===== src/rtl/seven_seg_pkg.sv =====
// Shared constants for the four-digit seven-segment display path:
// blank code, anode patterns, digit count and segment bit positions.
package seven_seg_pkg;

    localparam int unsigned DIGIT_COUNT = 4;

    typedef logic [7:0] seg_code_t;

    localparam seg_code_t BLANK_CODE = 8'hFF;

    // Segment bit positions, active-low, shared with the ASCII converters
    localparam int unsigned SEG_A  = 0;
    localparam int unsigned SEG_B  = 1;
    localparam int unsigned SEG_C  = 2;
    localparam int unsigned SEG_D  = 3;
    localparam int unsigned SEG_E  = 4;
    localparam int unsigned SEG_F  = 5;
    localparam int unsigned SEG_G  = 6;
    localparam int unsigned SEG_DP = 7;

    typedef enum logic [1:0] {
        DIGIT_ONE,
        DIGIT_TWO,
        DIGIT_THREE,
        DIGIT_FOUR
    } digit_e;

    localparam logic [3:0] ANODE_OFF = 4'b1111;

    // an[3] drives the leftmost digit
    localparam logic [3:0] ANODE_PATTERN [DIGIT_COUNT] = '{
        4'b0111,
        4'b1011,
        4'b1101,
        4'b1110
    };

endpackage


===== src/rtl/refresh_prescaler.sv =====
// Slot divider for the display scan: cnt runs 0..REFRESH_DIV-1 and tick
// marks the last cycle of each slot.
module refresh_prescaler #(
    parameter int unsigned REFRESH_DIV = 50000,
    localparam int unsigned CNT_W      = $clog2(REFRESH_DIV)
) (
    input  logic             clk,
    input  logic             reset,
    output logic [CNT_W-1:0] cnt,
    output logic             tick
);

    always_comb begin
        tick = (cnt == CNT_W'(REFRESH_DIV - 1));
    end

    always_ff @(posedge clk) begin
        if (reset) begin
            cnt <= '0;
        end else if (tick) begin
            cnt <= '0;
        end else begin
            cnt <= cnt + 1'b1;
        end
    end

endmodule


===== src/rtl/seven_seg_scan.sv =====
// Time-multiplexed, double-buffered driver for a four-digit common-anode
// display. Optional PWM dimming is enabled with SEVSEG_BRIGHTNESS_EN.
module seven_seg_scan
    import seven_seg_pkg::*;
#(
    parameter int unsigned REFRESH_DIV = 50000
) (
    input  logic       clk,
    input  logic       reset,
`ifdef SEVSEG_BRIGHTNESS_EN
    input  logic [3:0] brightness,
`endif
    input  logic [7:0] sevenSegOne,
    input  logic [7:0] sevenSegTwo,
    input  logic [7:0] sevenSegThree,
    input  logic [7:0] sevenSegFour,
    input  logic       update,
    output logic       busy,
    output logic       updateAck,
    output logic       frameStart,
    output logic [7:0] seg,
    output logic [3:0] an
);

    localparam int unsigned CNT_W = $clog2(REFRESH_DIV);

    logic [CNT_W-1:0] cnt;
    logic             tick;

    seg_code_t inCodes [DIGIT_COUNT];
    seg_code_t pending [DIGIT_COUNT];
    seg_code_t display [DIGIT_COUNT];
    digit_e    idx;

    logic lastSlot;
    logic commitNow;
    logic wrapSeen;
    logic commitSeen;
    logic anActive;

    refresh_prescaler #(
        .REFRESH_DIV(REFRESH_DIV)
    ) prescaler (
        .clk  (clk),
        .reset(reset),
        .cnt  (cnt),
        .tick (tick)
    );

    always_comb begin
        inCodes[0] = sevenSegOne;
        inCodes[1] = sevenSegTwo;
        inCodes[2] = sevenSegThree;
        inCodes[3] = sevenSegFour;
        lastSlot   = tick && (idx == DIGIT_FOUR);
        // An update landing on the frame boundary commits directly
        commitNow  = lastSlot && (busy || update);
    end

`ifdef SEVSEG_BRIGHTNESS_EN
    localparam int unsigned SLOT_STEP = REFRESH_DIV / 16;

    logic [3:0] brightLevel;
    logic [3:0] slotBright;

    // The level used for a slot is the one present on its first cycle
    always_comb begin
        slotBright = (cnt == '0) ? brightness : brightLevel;
        anActive   = (32'(cnt) < ((32'(slotBright) + 32'd1) * SLOT_STEP));
    end

    always_ff @(posedge clk) begin
        if (reset) begin
            brightLevel <= 4'hF;
        end else if (cnt == '0) begin
            brightLevel <= brightness;
        end
    end
`else
    logic unusedCnt;

    assign unusedCnt = ^cnt;
    assign anActive  = 1'b1;
`endif

    always_ff @(posedge clk) begin
        if (reset) begin
            pending    <= '{default: BLANK_CODE};
            display    <= '{default: BLANK_CODE};
            busy       <= 1'b0;
            idx        <= DIGIT_ONE;
            seg        <= BLANK_CODE;
            an         <= ANODE_OFF;
            wrapSeen   <= 1'b0;
            commitSeen <= 1'b0;
            frameStart <= 1'b0;
            updateAck  <= 1'b0;
        end else begin
            if (update) begin
                pending <= inCodes;
            end

            if (commitNow) begin
                if (update) begin
                    display <= inCodes;
                end else begin
                    display <= pending;
                end
                busy <= 1'b0;
            end else if (update) begin
                busy <= 1'b1;
            end

            if (tick) begin
                idx <= digit_e'(idx + 2'd1);
            end

            seg <= display[idx];
            an  <= anActive ? ANODE_PATTERN[idx] : ANODE_OFF;

            // Pulses are delayed one cycle so they line up with an=0111
            wrapSeen   <= lastSlot;
            frameStart <= wrapSeen;
            commitSeen <= commitNow;
            updateAck  <= commitSeen;
        end
    end

endmodule


===== config.mk =====
export PLATFORM = sky130hd
export DESIGN_NAME = seven_seg_scan
export DESIGN_NICKNAME = d
export VERILOG_FILES = /design/src/rtl/seven_seg_pkg.sv /design/src/rtl/refresh_prescaler.sv /design/src/rtl/seven_seg_scan.sv
export SDC_FILE = /design/constraint.sdc
export NUM_CORES = 1
export LEC_CHECK = 0
export ABC_AREA = 1
export CORE_MARGIN = 3
export CORE_UTILIZATION = 40
export DETAILED_ROUTE_END_ITERATION = 10
export PLACE_DENSITY = 0.69
export SYNTH_ARGS = -nofsm -noshare
export SYNTH_HDL_FRONTEND = slang
export SYNTH_SLANG_ARGS = --single-unit

===== constraint.sdc =====
create_clock -name clk -period 3.96 [get_ports clk]
set_input_delay 0.792 -clock clk [delete_from_list [all_inputs] [get_ports clk]]
set_output_delay 0.792 -clock clk [all_outputs]
set_load 0.02 [all_outputs]

-- Word-level counts from Yosys, hierarchy flattened
Cells that the tools add are included.
Widths: inputs -> output; s select.
- $add $sub $neg: 2
- $lt $le $gt $ge: 1
- equality and inequality tests: 2
- muxes and demuxes: 7
- bitwise operators: 1
- reduce and logical (&&, ||, !) cells: 5
- operators with widths (kind ; number):
    $mux 32 ; 1
    $add 16x1->16 const B ; 1
    $bmux 8 s2 ; 1
    $eq 16x16->1 const B ; 1
    $mux 8 ; 2
    $bmux 4 s2 ; 1
    $mux 4 ; 2
    $reduce_or 2->1 ; 2
    $ge 3x3->1 const B ; 1
    $not 2->3 ; 1
    $add 2x1->2 const B ; 1
    $eq 2x2->1 const B ; 1
    $logic_and 1x1->1 ; 2
    $logic_or 1x1->1 ; 1
- register bits: 99
- word-level logic and storage cells: 35

-- Logic depth before layout (Yosys ltp)
- word-level depth: 4
- mapped depth: 9

-- By module
A second synthesis with hierarchy kept.
- cell total of the unflattened synthesis: 558
- area, all modules: 4091.4 µm²
- modules (own cells, without submodules) (module ; instances ; cells an instance ; area an instance (µm²) ; sequential area each (µm²)):
    seven_seg_scan ; 1 ; 428 ; 3231.8 ; 1661.6
    refresh_prescaler ; 1 ; 130 ; 859.6 ; 320.3

-- Worst setup path after synthesis
No wires, ideal clock.
- kind: input to register
- from: in update
- to: reg display[15] (netlist name)
- data arrival time: 1614 ps
- data required time: 3851 ps
- slack: 2237 ps
- cell stages on the path: 7
- buffers on the path: 2
- cell sequence: buf_2 > nor2_1 > nor2_2 > buf_2 > nand4_1 > nand2_1 > inv_1
- longest elaborated chain between the ends: 2
- elaborated cells between the ends (all ways): 3
- RTL lines (element ; line ; RTL):
    start: declaration ; seven_seg_scan.sv:17 ; input logic update,
    $logic_or 1x1->1 ; seven_seg_scan.sv:57 ; commitNow = lastSlot && (busy || update);
    $logic_and 1x1->1 ; seven_seg_scan.sv:57 ;
    end signal: assignment ; seven_seg_scan.sv:105 ; display <= inCodes;
    end signal: assignment ; seven_seg_scan.sv:107 ; display <= pending;
    end: declaration ; seven_seg_scan.sv:32 ; seg_code_t display [DIGIT_COUNT];
Parallel ways exist; a longest one is shown, timed or not.
A chain may end at the register's enable or synchronous reset.

-- Final worst setup path
- from: in update
- to: reg display[23] (netlist name)
The elaborated chain is that of the path after synthesis.

==> impl_metrics.toml <==
[setup_path]
worst-path-buf-inv = 2
timing.rr.start = "prescaler.cnt[0]"
cp-end-kind = "flip-flop"
path_max_fanout = 33
crit_type = "in2reg"
cp_cell_sequence = "clkdlybuf4s50_1 > nor2_1 > nor2_2 > nand3_4 > nand3_1 > nand2_1 > inv_1"
start_kind = "input port"
crit_slowest_cell = "clkdlybuf4s50_1"
critPathMaxStageDelay_ns = 0.88
arrival_ns = 3.15
cp-startpoint = "update"
endpoint = "display[23]"
reg2reg_to = "display[23]"
path_delay_family = "simple AND/OR/NAND/NOR gates"
regToRegSetupSlack_ns = 1.54
crit_cells = 7
r2r_cells = 7
required_ns = 4.25

[clock_network]
cts.clk_slew.worst_paths_ns = 0.06
cts_tree = "built"
ctsHoldBuffers = 0
clock_latency_ns = 0.34
numClockSinks = 99
post_cts_buffers = 0
cts_root_buf = "clkbuf_16"
cts_buffers = 9
cts_resized = 0
cts.htree.levels = 3
cts_buffer_depth = 2

[status]
outcome = "complete, no violations"

[finish]
n_antenna_cell = 0
n_fill_cell = 1091
nNetsFinal = 699
drive_gt1_share_pct = 9.50
syn2layout_area_growth_pct = 18.1

[floorplanning]
die_y_microns = 112
row_count = 38
die_w_microns = 112
coreArea_sq_um = 10900
ioPinCount = 50
initial_core_util_pct = 41.4
die-area_sq_um = 12600

[synthesis]
synthCells = 628
synthArstFlopShare_pct = 0
yosysMostFrequentCell = "nand2_1"
ys.flop_type = "dfxtp_1"
ys_top_cells_by_area = "dfxtp_1 44%, nand2_1 13%, inv_1 9.6%, nand3_2 6.6%, nand4_1 5.4%"
synthXorXnorAreaFrac_pct = 0.387
ys_ff_latch = 99
ys_seq_area_share_pct = 43.7
netlist_area_sq_um = 4530
synth_edf_count = 0
synth_compound_area_share_pct = 5.85
syn-num-nets = 668
avgSynthCellArea_sq_um = 7.22
synthAdderAreaFrac_pct = 1.38
synth_warnings = 0
synth_top_family_by_area = "simple AND/OR/NAND/NOR gates"
synth_common_cells = "160 x nand2_1, 116 x inv_1, 99 x dfxtp_1, 60 x nor2_1, 39 x nand4_1"
synthSimpleGateAreaFrac_pct = 34.8
synth.distinct_cells = 30
synthMuxAreaShare_pct = 0
synth_top_area_cell = "dfxtp_1"
yosysTopAreaCellShare_pct = 43.7

[sta]
setup_tns_ns = 0
setup_violations = 0
grt_setup_unrepaired = "false"
max_freq_ghz = 0.349
finalHoldViolations = 0
slew_headroom_pct = 34.2
fin_crit_ns = 2.87
worstMarginPinSlew_ns = 0.986
drv_slew = 0
min_period_over_period_pct = 72.4
skew_ns = 0.00987

[detailed_routing]
drt-initial-drc-count = 318
routed_wl_microns = 9390
vias = 3803
wl_per_cell_microns = 11.7
postRouteAntennaNets = 0
dr.pass1.iters = 5
drc_errors = 0
viasPerCell = 4.74

[global_route]
grt_usage_pct = 15.3
antenna_found_initial = 0
grt_max_degree = 36
grt_pass1_wl_microns = 16100
grt_pass1_vias = 3533
gr-total-overflow = 0

[placement]
place.gp.congestion = 0.825
io_buffers = 49
hpwl_microns = 6530

[flow_run]
max_cap_violations = 0

[hold_path]
hp-class = "reg2reg"

[pwr]
power_uw = 2040
p_leak_uw = 0.00251
power_density_nw_per_um2 = 382
peakVddDrop_v = 0.000288
==> flip-flops by register name, indices dropped and copies added, names as in the netlist <==
register and cells:
prescaler.cnt 16, commitSeen 1, idx 2, updateAck 1, display 32, frameStart 1, pending 32, an 4
wrapSeen 1, seg 8, busy 1
==> report_power, final <==
| part | internal [uW] | switching, uW |
|---|---|---|
| combinational | 57.1 | 72.3 |
| sequential | 1020 | 8.14 |
| clock | 521 | 365 |
| total | 1600 | 445 |
==> layer usage <==
metal | wire (microns) | share of wire (%) | track usage, % | vias to the layer above
met5 | 0 | 0 | 0 | -
met4 | 127 | 1.4 | 6.01 | 0
met3 | 511 | 5.4 | 3.72 | 12
met2 | 4010 | 43 | 22.7 | 93
met1 | 4750 | 51 | 21.3 | 1706
li1 | - | - | - | 1992
==> worst min-delay path by stage <==
stage / start / to / cells after the start
floorplan: wrapSeen / frameStart / 2
global placement: commitSeen / updateAck / 2
detailed placement: commitSeen / updateAck / 2
CTS: commitSeen / updateAck / 2
global route: commitSeen / updateAck / 2
finish: commitSeen / updateAck / 2
==> per-stage QoR <==
stage	util [%]	cell area, sq um	cells	setup WS [ns]	hold slack, ns
floorplan	-	4530	628	2.24	0.388
global placement	46.2	5050	788	0.870	0.397
detailed placement	46.2	5050	788	0.775	0.399
CTS	48.9	5350	803	1.12	0.407
global route	48.9	5350	803	0.856	0.429
finish	48.9	5350	803	1.09	0.403
==> area by class of cell <==
type                    instances  area (sq um)  share of cell area (%)
clock buffers                  11           253                    4.72
clock inverters                 4          48.8                   0.912
inverters                     119           447                    8.35
repair buffers                 53           520                    9.73
flip-flops and latches         99          1980                    37.0
well taps                     140           175                    3.27
multi-input cells             377          1920                    36.0
==> layout by cell type, fill, tap and decap left out, types with 2 or more instances in the layout <==
cell	instances
a21oi_1	27
buf_4	4
clkbuf_16	9
clkbuf_8	2
clkdlybuf4s50_1	49
clkinv_2	2
dfxtp_1	99
ha_1	5
inv_1	115
inv_2	4
nand2_1	160
nand2_2	3
nand3_1	10
nand3_2	30
nand3b_1	2
nand4_1	39
nor2_1	60
nor3_1	4
o21ai_0	23
o21ai_1	3
or2_0	2
==> logic make-up (layout without fill, tap and decap cells) <==
group                      after synthesis  count (layout)
xor gates and xnor gates                 2               2
and+or+nand+nor                        317             317
DFF                                     99              99
AOI/OAI and AO/OA                       53              53
adders and majority gates                5               5
buffers and inverters                  152             187
==> worst min-delay path, cell delays in order (launching register included) <==
cell and delay [ns]:
dfxtp_1 0.29, inv_1 0.04, nor2_1 0.03
Power figures use the tool's default switching activity.
